==> config.mk <==
export PLATFORM = sky130hd
export DESIGN_NAME = genius_sequencer
export DESIGN_NICKNAME = d
export VERILOG_FILES = /design/src/rtl/genius_pkg.sv /design/src/rtl/genius_lfsr.sv /design/src/rtl/genius_sequencer.sv
export SDC_FILE = /design/constraint.sdc
export NUM_CORES = 1
export LEC_CHECK = 0
export ABC_CLOCK_PERIOD_IN_PS = 5350
export CORE_MARGIN = 1.5
export CORE_UTILIZATION = 48
export CTS_BUF_LIST = sky130_fd_sc_hd__clkbuf_16
export DETAILED_ROUTE_END_ITERATION = 8
export GPL_TIMING_DRIVEN = 0
export PLACE_DENSITY = 0.65
export REMOVE_ABC_BUFFERS = 1
export SYNTH_ARGS = -nofsm -noshare
export SYNTH_HDL_FRONTEND = slang
export SYNTH_SLANG_ARGS = --single-unit
==> constraint.sdc <==
create_clock -name clk -period 5.35 [get_ports clk]
set_input_delay 0.535 -clock clk [delete_from_list [all_inputs] [get_ports clk]]
set_output_delay 0.535 -clock clk [all_outputs]
set_load 0.05 [all_outputs]
==> src/rtl/genius_pkg.sv <==
// Shared state encoding, symbol/memory sizing, LED decode and LFSR taps for the Genius sequencer.
package genius_pkg;

    typedef enum logic [2:0] {
        ST_IDLE  = 3'd0,
        ST_SHOW  = 3'd1,
        ST_GAP   = 3'd2,
        ST_INPUT = 3'd3,
        ST_NEXT  = 3'd4,
        ST_WIN   = 3'd5,
        ST_LOSE  = 3'd6
    } state_e;

    localparam int SYM_W     = 2;
    localparam int MEM_DEPTH = 16;

    // Fibonacci taps 8,6,5,4 expressed as bit positions 7,5,4,3.
    localparam logic [7:0] LFSR_TAPS = 8'b1011_1000;

    function automatic logic [3:0] onehot(input logic [SYM_W-1:0] sym);
        return 4'b0001 << sym;
    endfunction

endpackage

==> src/rtl/genius_lfsr.sv <==
// Free-running 8-bit Fibonacci LFSR supplying random colour symbols.
module genius_lfsr
    import genius_pkg::*;
#(
    parameter logic [7:0] SEED = 8'hA5
) (
    input  logic       clk,
    input  logic       R,
    output logic [7:0] q
);

    // Shift every cycle; the feedback bit enters at the LSB.
    always_ff @(posedge clk or posedge R) begin
        if (R) begin
            q <= SEED;
        end else begin
            q <= {q[6:0], ^(q & LFSR_TAPS)};
        end
    end

endmodule

==> src/rtl/genius_sequencer.sv <==
// Genius (Simon) game controller: grows, plays back and checks a colour sequence.
// Optional per-press timeout is enabled with the GENIUS_TIMEOUT_EN macro.
module genius_sequencer
    import genius_pkg::*;
#(
    parameter int         MAX_ROUND      = 15,
    parameter int         HOLD_CYCLES    = 4,
    parameter logic [7:0] SEED           = 8'hA5,
    parameter int         TIMEOUT_CYCLES = 64
) (
    input  logic       clk,
    input  logic       R,
    input  logic       start,
    input  logic [3:0] btn,
    output logic [3:0] led,
    output logic [3:0] round,
    output logic       busy,
    output logic       input_phase,
    output logic       win,
    output logic       lose
);

    localparam int                HOLD_W     = (HOLD_CYCLES > 1) ? $clog2(HOLD_CYCLES) : 1;
    localparam logic [HOLD_W-1:0] HOLD_LAST  = HOLD_W'(HOLD_CYCLES - 1);
    localparam int                TO_W       = (TIMEOUT_CYCLES > 1) ? $clog2(TIMEOUT_CYCLES) : 1;
    localparam logic [TO_W-1:0]   TO_LAST    = TO_W'(TIMEOUT_CYCLES - 1);
    localparam logic [3:0]        ROUND_LAST = 4'(MAX_ROUND);

    state_e            state_q, state_d;
    logic [3:0]        pos_q, pos_d;
    logic [3:0]        round_q, round_d;
    logic [HOLD_W-1:0] hold_q, hold_d;
    logic [SYM_W-1:0]  mem_q [MEM_DEPTH];
    logic              mem_we;
    logic [3:0]        mem_waddr;
    logic [SYM_W-1:0]  mem_wdata;
    logic [SYM_W-1:0]  show_sym;
    logic [3:0]        led_q, led_d;
    logic              busy_q, busy_d, inp_q, inp_d, win_q, win_d, lose_q, lose_d;
    logic [7:0]        lfsr_s;
    logic              unused_s;
`ifdef GENIUS_TIMEOUT_EN
    logic [TO_W-1:0]   to_q, to_d;
`endif

    genius_lfsr #(.SEED(SEED)) u_lfsr (
        .clk (clk),
        .R   (R),
        .q   (lfsr_s)
    );

    assign unused_s = ^{lfsr_s[7:SYM_W], TO_LAST};

    // Next-state logic plus registered-output decode of the upcoming state.
    always_comb begin
        state_d   = state_q;
        pos_d     = pos_q;
        round_d   = round_q;
        hold_d    = hold_q;
        mem_we    = 1'b0;
        mem_waddr = 4'd0;
        mem_wdata = lfsr_s[SYM_W-1:0];
`ifdef GENIUS_TIMEOUT_EN
        to_d      = (state_q == ST_INPUT) ? to_q : {TO_W{1'b0}};
`endif
        case (state_q)
            ST_IDLE, ST_WIN, ST_LOSE: begin
                if (start) begin
                    mem_we    = 1'b1;
                    mem_waddr = 4'd0;
                    round_d   = 4'd0;
                    pos_d     = 4'd0;
                    hold_d    = {HOLD_W{1'b0}};
                    state_d   = ST_SHOW;
                end else begin
                    state_d   = state_q;
                end
            end
            ST_SHOW: begin
                if (hold_q == HOLD_LAST) begin
                    hold_d  = {HOLD_W{1'b0}};
                    state_d = ST_GAP;
                end else begin
                    hold_d  = hold_q + HOLD_W'(1);
                end
            end
            ST_GAP: begin
                if (hold_q == HOLD_LAST) begin
                    hold_d = {HOLD_W{1'b0}};
                    if (pos_q == round_q) begin
                        pos_d   = 4'd0;
                        state_d = ST_INPUT;
                    end else begin
                        pos_d   = pos_q + 4'd1;
                        state_d = ST_SHOW;
                    end
                end else begin
                    hold_d = hold_q + HOLD_W'(1);
                end
            end
            ST_INPUT: begin
                if (btn == 4'b0000) begin
`ifdef GENIUS_TIMEOUT_EN
                    if (to_q == TO_LAST) begin
                        state_d = ST_LOSE;
                    end else begin
                        to_d    = to_q + TO_W'(1);
                    end
`else
                    state_d = ST_INPUT;
`endif
                end else if (btn == onehot(mem_q[pos_q])) begin
`ifdef GENIUS_TIMEOUT_EN
                    to_d = {TO_W{1'b0}};
`endif
                    if (pos_q == round_q) begin
                        state_d = ST_NEXT;
                    end else begin
                        pos_d   = pos_q + 4'd1;
                    end
                end else begin
                    state_d = ST_LOSE;
                end
            end
            ST_NEXT: begin
                if (round_q == ROUND_LAST) begin
                    state_d   = ST_WIN;
                end else begin
                    round_d   = round_q + 4'd1;
                    mem_we    = 1'b1;
                    mem_waddr = round_q + 4'd1;
                    pos_d     = 4'd0;
                    hold_d    = {HOLD_W{1'b0}};
                    state_d   = ST_SHOW;
                end
            end
            default: begin
                state_d = ST_IDLE;
            end
        endcase

        // Forward a symbol written this cycle so the first lit LED is correct.
        if (mem_we && (mem_waddr == pos_d)) begin
            show_sym = mem_wdata;
        end else begin
            show_sym = mem_q[pos_d];
        end

        case (state_d)
            ST_SHOW: led_d = onehot(show_sym);
            ST_WIN:  led_d = 4'b1111;
            default: led_d = 4'b0000;
        endcase
        busy_d = (state_d == ST_SHOW) || (state_d == ST_GAP) ||
                 (state_d == ST_INPUT) || (state_d == ST_NEXT);
        inp_d  = (state_d == ST_INPUT);
        win_d  = (state_d == ST_WIN);
        lose_d = (state_d == ST_LOSE);
    end

    // State, counters, sequence memory and output registers.
    always_ff @(posedge clk or posedge R) begin
        if (R) begin
            state_q <= ST_IDLE;
            pos_q   <= 4'd0;
            round_q <= 4'd0;
            hold_q  <= {HOLD_W{1'b0}};
            for (int i = 0; i < MEM_DEPTH; i++) begin
                mem_q[i] <= {SYM_W{1'b0}};
            end
            led_q   <= 4'b0000;
            busy_q  <= 1'b0;
            inp_q   <= 1'b0;
            win_q   <= 1'b0;
            lose_q  <= 1'b0;
        end else begin
            state_q <= state_d;
            pos_q   <= pos_d;
            round_q <= round_d;
            hold_q  <= hold_d;
            if (mem_we) begin
                mem_q[mem_waddr] <= mem_wdata;
            end
            led_q   <= led_d;
            busy_q  <= busy_d;
            inp_q   <= inp_d;
            win_q   <= win_d;
            lose_q  <= lose_d;
        end
    end

`ifdef GENIUS_TIMEOUT_EN
    // Per-press idle counter.
    always_ff @(posedge clk or posedge R) begin
        if (R) begin
            to_q <= {TO_W{1'b0}};
        end else begin
            to_q <= to_d;
        end
    end
`endif

    assign led         = led_q;
    assign round       = round_q;
    assign busy        = busy_q;
    assign input_phase = inp_q;
    assign win         = win_q;
    assign lose        = lose_q;

endmodule

==> metrics <==
status=finished, final reports clean; CP Class=reg2reg; setup_tns=0 ps; clock latency at the later pin of the worst-skew pair=330 ps; crit-path max FO=16; Seq pwr share=0.303; Distinct cells, synth=66; most frequent cells in the layout=dfrtp_1 (57), mux2_2 (30), nor2_1 (23), nand2_1 (23), clkdlybuf4s50_1 (18); pin count of the biggest net entering global routing=42; Root Driver=clkbuf_16; post-synthesis sequential area ratio=0.413; Final Wtd Congestion=0.853; DRC Markers=0; sw frac=0.382; Leak Pwr=1.87 nW; commonest non-fill, non-tap cell in the layout=dfrtp_1; GR Overflow Total=0; switching pwr=0.731 mW; ANT nets after route=0; boundary pin count=19; Vias=2892; Util after Layout=0.577; Max H-tree Level=3; Detailed Route WL=8760 um; PwrDens=450 nW/um2; CP max stage delay=910 ps; internal power=1.18 mW; Ant. Diodes=0; setup violators final=0; slew margin rel.=0.376; worst path required time=5590 ps; critical path, cell by cell=mux4_2 -> a22oi_2 -> nand4_1 -> a22oi_2 -> o31ai_4 -> o21ai_2 -> and2_1 -> a2111oi_0 -> or4_1 -> o211a_1 -> o31ai_1; CP endpoint kind=register; CTS buffer count=9; die footprint=8260 um2; Post-synth EDFFs=0; final hold violation count=0; clk_skew=5.29 ps; number of synthesis warnings=0; Clock Path Buffers=2; post-CTS setup buffer count=0; Avg Cell Area, Syn=10.5 um2; # port buffers=18; Post-Place Cells=453; post-cts resize count=0; max_cap viols=0; layout cells sized above 1=0.203; Initial DRC Count=151; fin. max-slew vios=0; Worst-Margin Slew=933 ps; Crit path top cell by count=a22oi_2; crit path DAT=4950 ps; first-pass GRT wire length=14800 um; HPWL after DPL=6110 um; clock sink count=61; Final min period=4710 ps; Worst-path clk slew=60 ps; FMAX=212 MHz; CTS tree=built; row count=31; First-pass DRT Iterations=6; Mapped Cells=354; core area=7370 um2; CTS Hold Bufs=0; Startpoint Class=register; Combinational Power Share=0.370; critical path buffer and inverter count=0; setup ws final=639 ps; Final nets=376; share of the clock period used by the worst path=0.881; family with the most delay on the worst path=compound AO/OA/AOI/OAI gates; Tot GR Track Use=0.229; chip height=90.9 um; critical path's slowest cell=dfrtp_1; number of global-route vias before repair=2837; wire per inst=18.7 um; Synth Flop Type=dfrtp_1; vias per cell=6.17; worst vdd ir=0.000175 V; Die Width=90.9 um; pre-CTS setup slack=724 ps; Yosys reg bits=61; Worst Hold Class=reg2reg; Async S/R FF share, synth=1.00; clock share of power=0.327; initial antenna violation count=0; P&R area growth vs syn=14.7%; RSZ-0062 raised after global routing=no; Post-Layout Cell Count=469; Starting Density=0.503; Syn Std Cell Area=3710 um2
[cell usage after synthesis, drive strengths merged (5+ instances only)]
library cell  count  share of area
a21boi            8          0.016
mux4              6          0.036
nor2             23          0.023
nand2b            7          0.012
o21ai            13          0.019
inv              13          0.013
a21o              5          0.010
nand2            23          0.023
nor2b             8          0.013
or3               6          0.011
clkbuf           11          0.011
xor2              7          0.017
nand3            16          0.022
a22oi             5          0.016
a21oi            10          0.013
nor3              7         0.0094
mux2             30          0.091
buf               8          0.016
dfrtp            57           0.38
and2              6          0.010
and3             10          0.020
mux2i            11          0.030
[kinds of logic after synthesis]
family          count (synthesis)  share of synthesized area
compound gates                 79                      0.178
buf+inv                        33                     0.0415
mux                            47                      0.157
xor+xnor                       11                     0.0260
fa+ha+maj                       4                     0.0135
flops                          61                      0.413
simple gates                  119                      0.171
[power groups by stage]
stage	clock network [mW]	registers, mW	logic [mW]
global route	0.657	0.590	0.775
floorplan	0	0.650	0.449
global placement	0	0.586	0.683
detailed placement	0	0.586	0.700
finish	0.626	0.581	0.708
CTS	0.633	0.579	0.701
[final timing paths]
check	to	cells after the start	start	slack (ps)
min in group asynchronous	round[0]$_DFFE_PP0P_	2	R	540
hold reg to reg	u_lfsr.q[7]$_DFF_PP1_	0	u_lfsr.q[6]$_DFF_PP0_	350
setup / recovery	led[1]$_DFF_PP0_	11	pos_q[0]$_DFF_PP0_	640
hold / removal	u_lfsr.q[7]$_DFF_PP1_	0	u_lfsr.q[6]$_DFF_PP0_	350
max in group asynchronous	u_lfsr.q[0]$_DFF_PP1_	3	R	4170
setup reg to reg	led[1]$_DFF_PP0_	11	pos_q[0]$_DFF_PP0_	640
[stage by stage]
step / area [um2] / hold slack [ps] / power [mW]
floorplan: 3610 / 333 / 1.10
global placement: 3910 / 335 / 1.27
detailed placement: 3930 / 340 / 1.29
CTS: 4260 / 353 / 1.91
global route: 4260 / 381 / 2.02
finish: 4260 / 351 / 1.91
[layout make-up]
type                       count  area (um2)
timing repair buffer          19         200
sequential                    61        1530
tap                           99         124
inverter                      14        53.8
multi-input combinational    260        2020
clock inverter                 7        97.6
clock buffer                   9         225
fill                         640        3110
[per-layer routing]
| layer | global-route usage | vias to the layer above | part of all wire |
|---|---|---|---|
| met5 | 0 | - | 0 |
| met4 | 0.0898 | 0 | 0.023 |
| met3 | 0.0404 | 16 | 0.037 |
| met2 | 0.360 | 74 | 0.48 |
| met1 | 0.313 | 1461 | 0.46 |
| li1 | - | 1341 | - |
[sequential cells by signal, indices dropped and copies added (netlist names)]
| name | cells |
|---|---|
| hold_q | 2 |
| input_phase | 1 |
| win | 1 |
| lose | 1 |
| mem_q | 32 |
| led | 4 |
| round | 4 |
| state_q | 3 |
| busy | 1 |
| u_lfsr.q | 8 |
| pos_q | 4 |
Power figures use the tool's default switching activity.
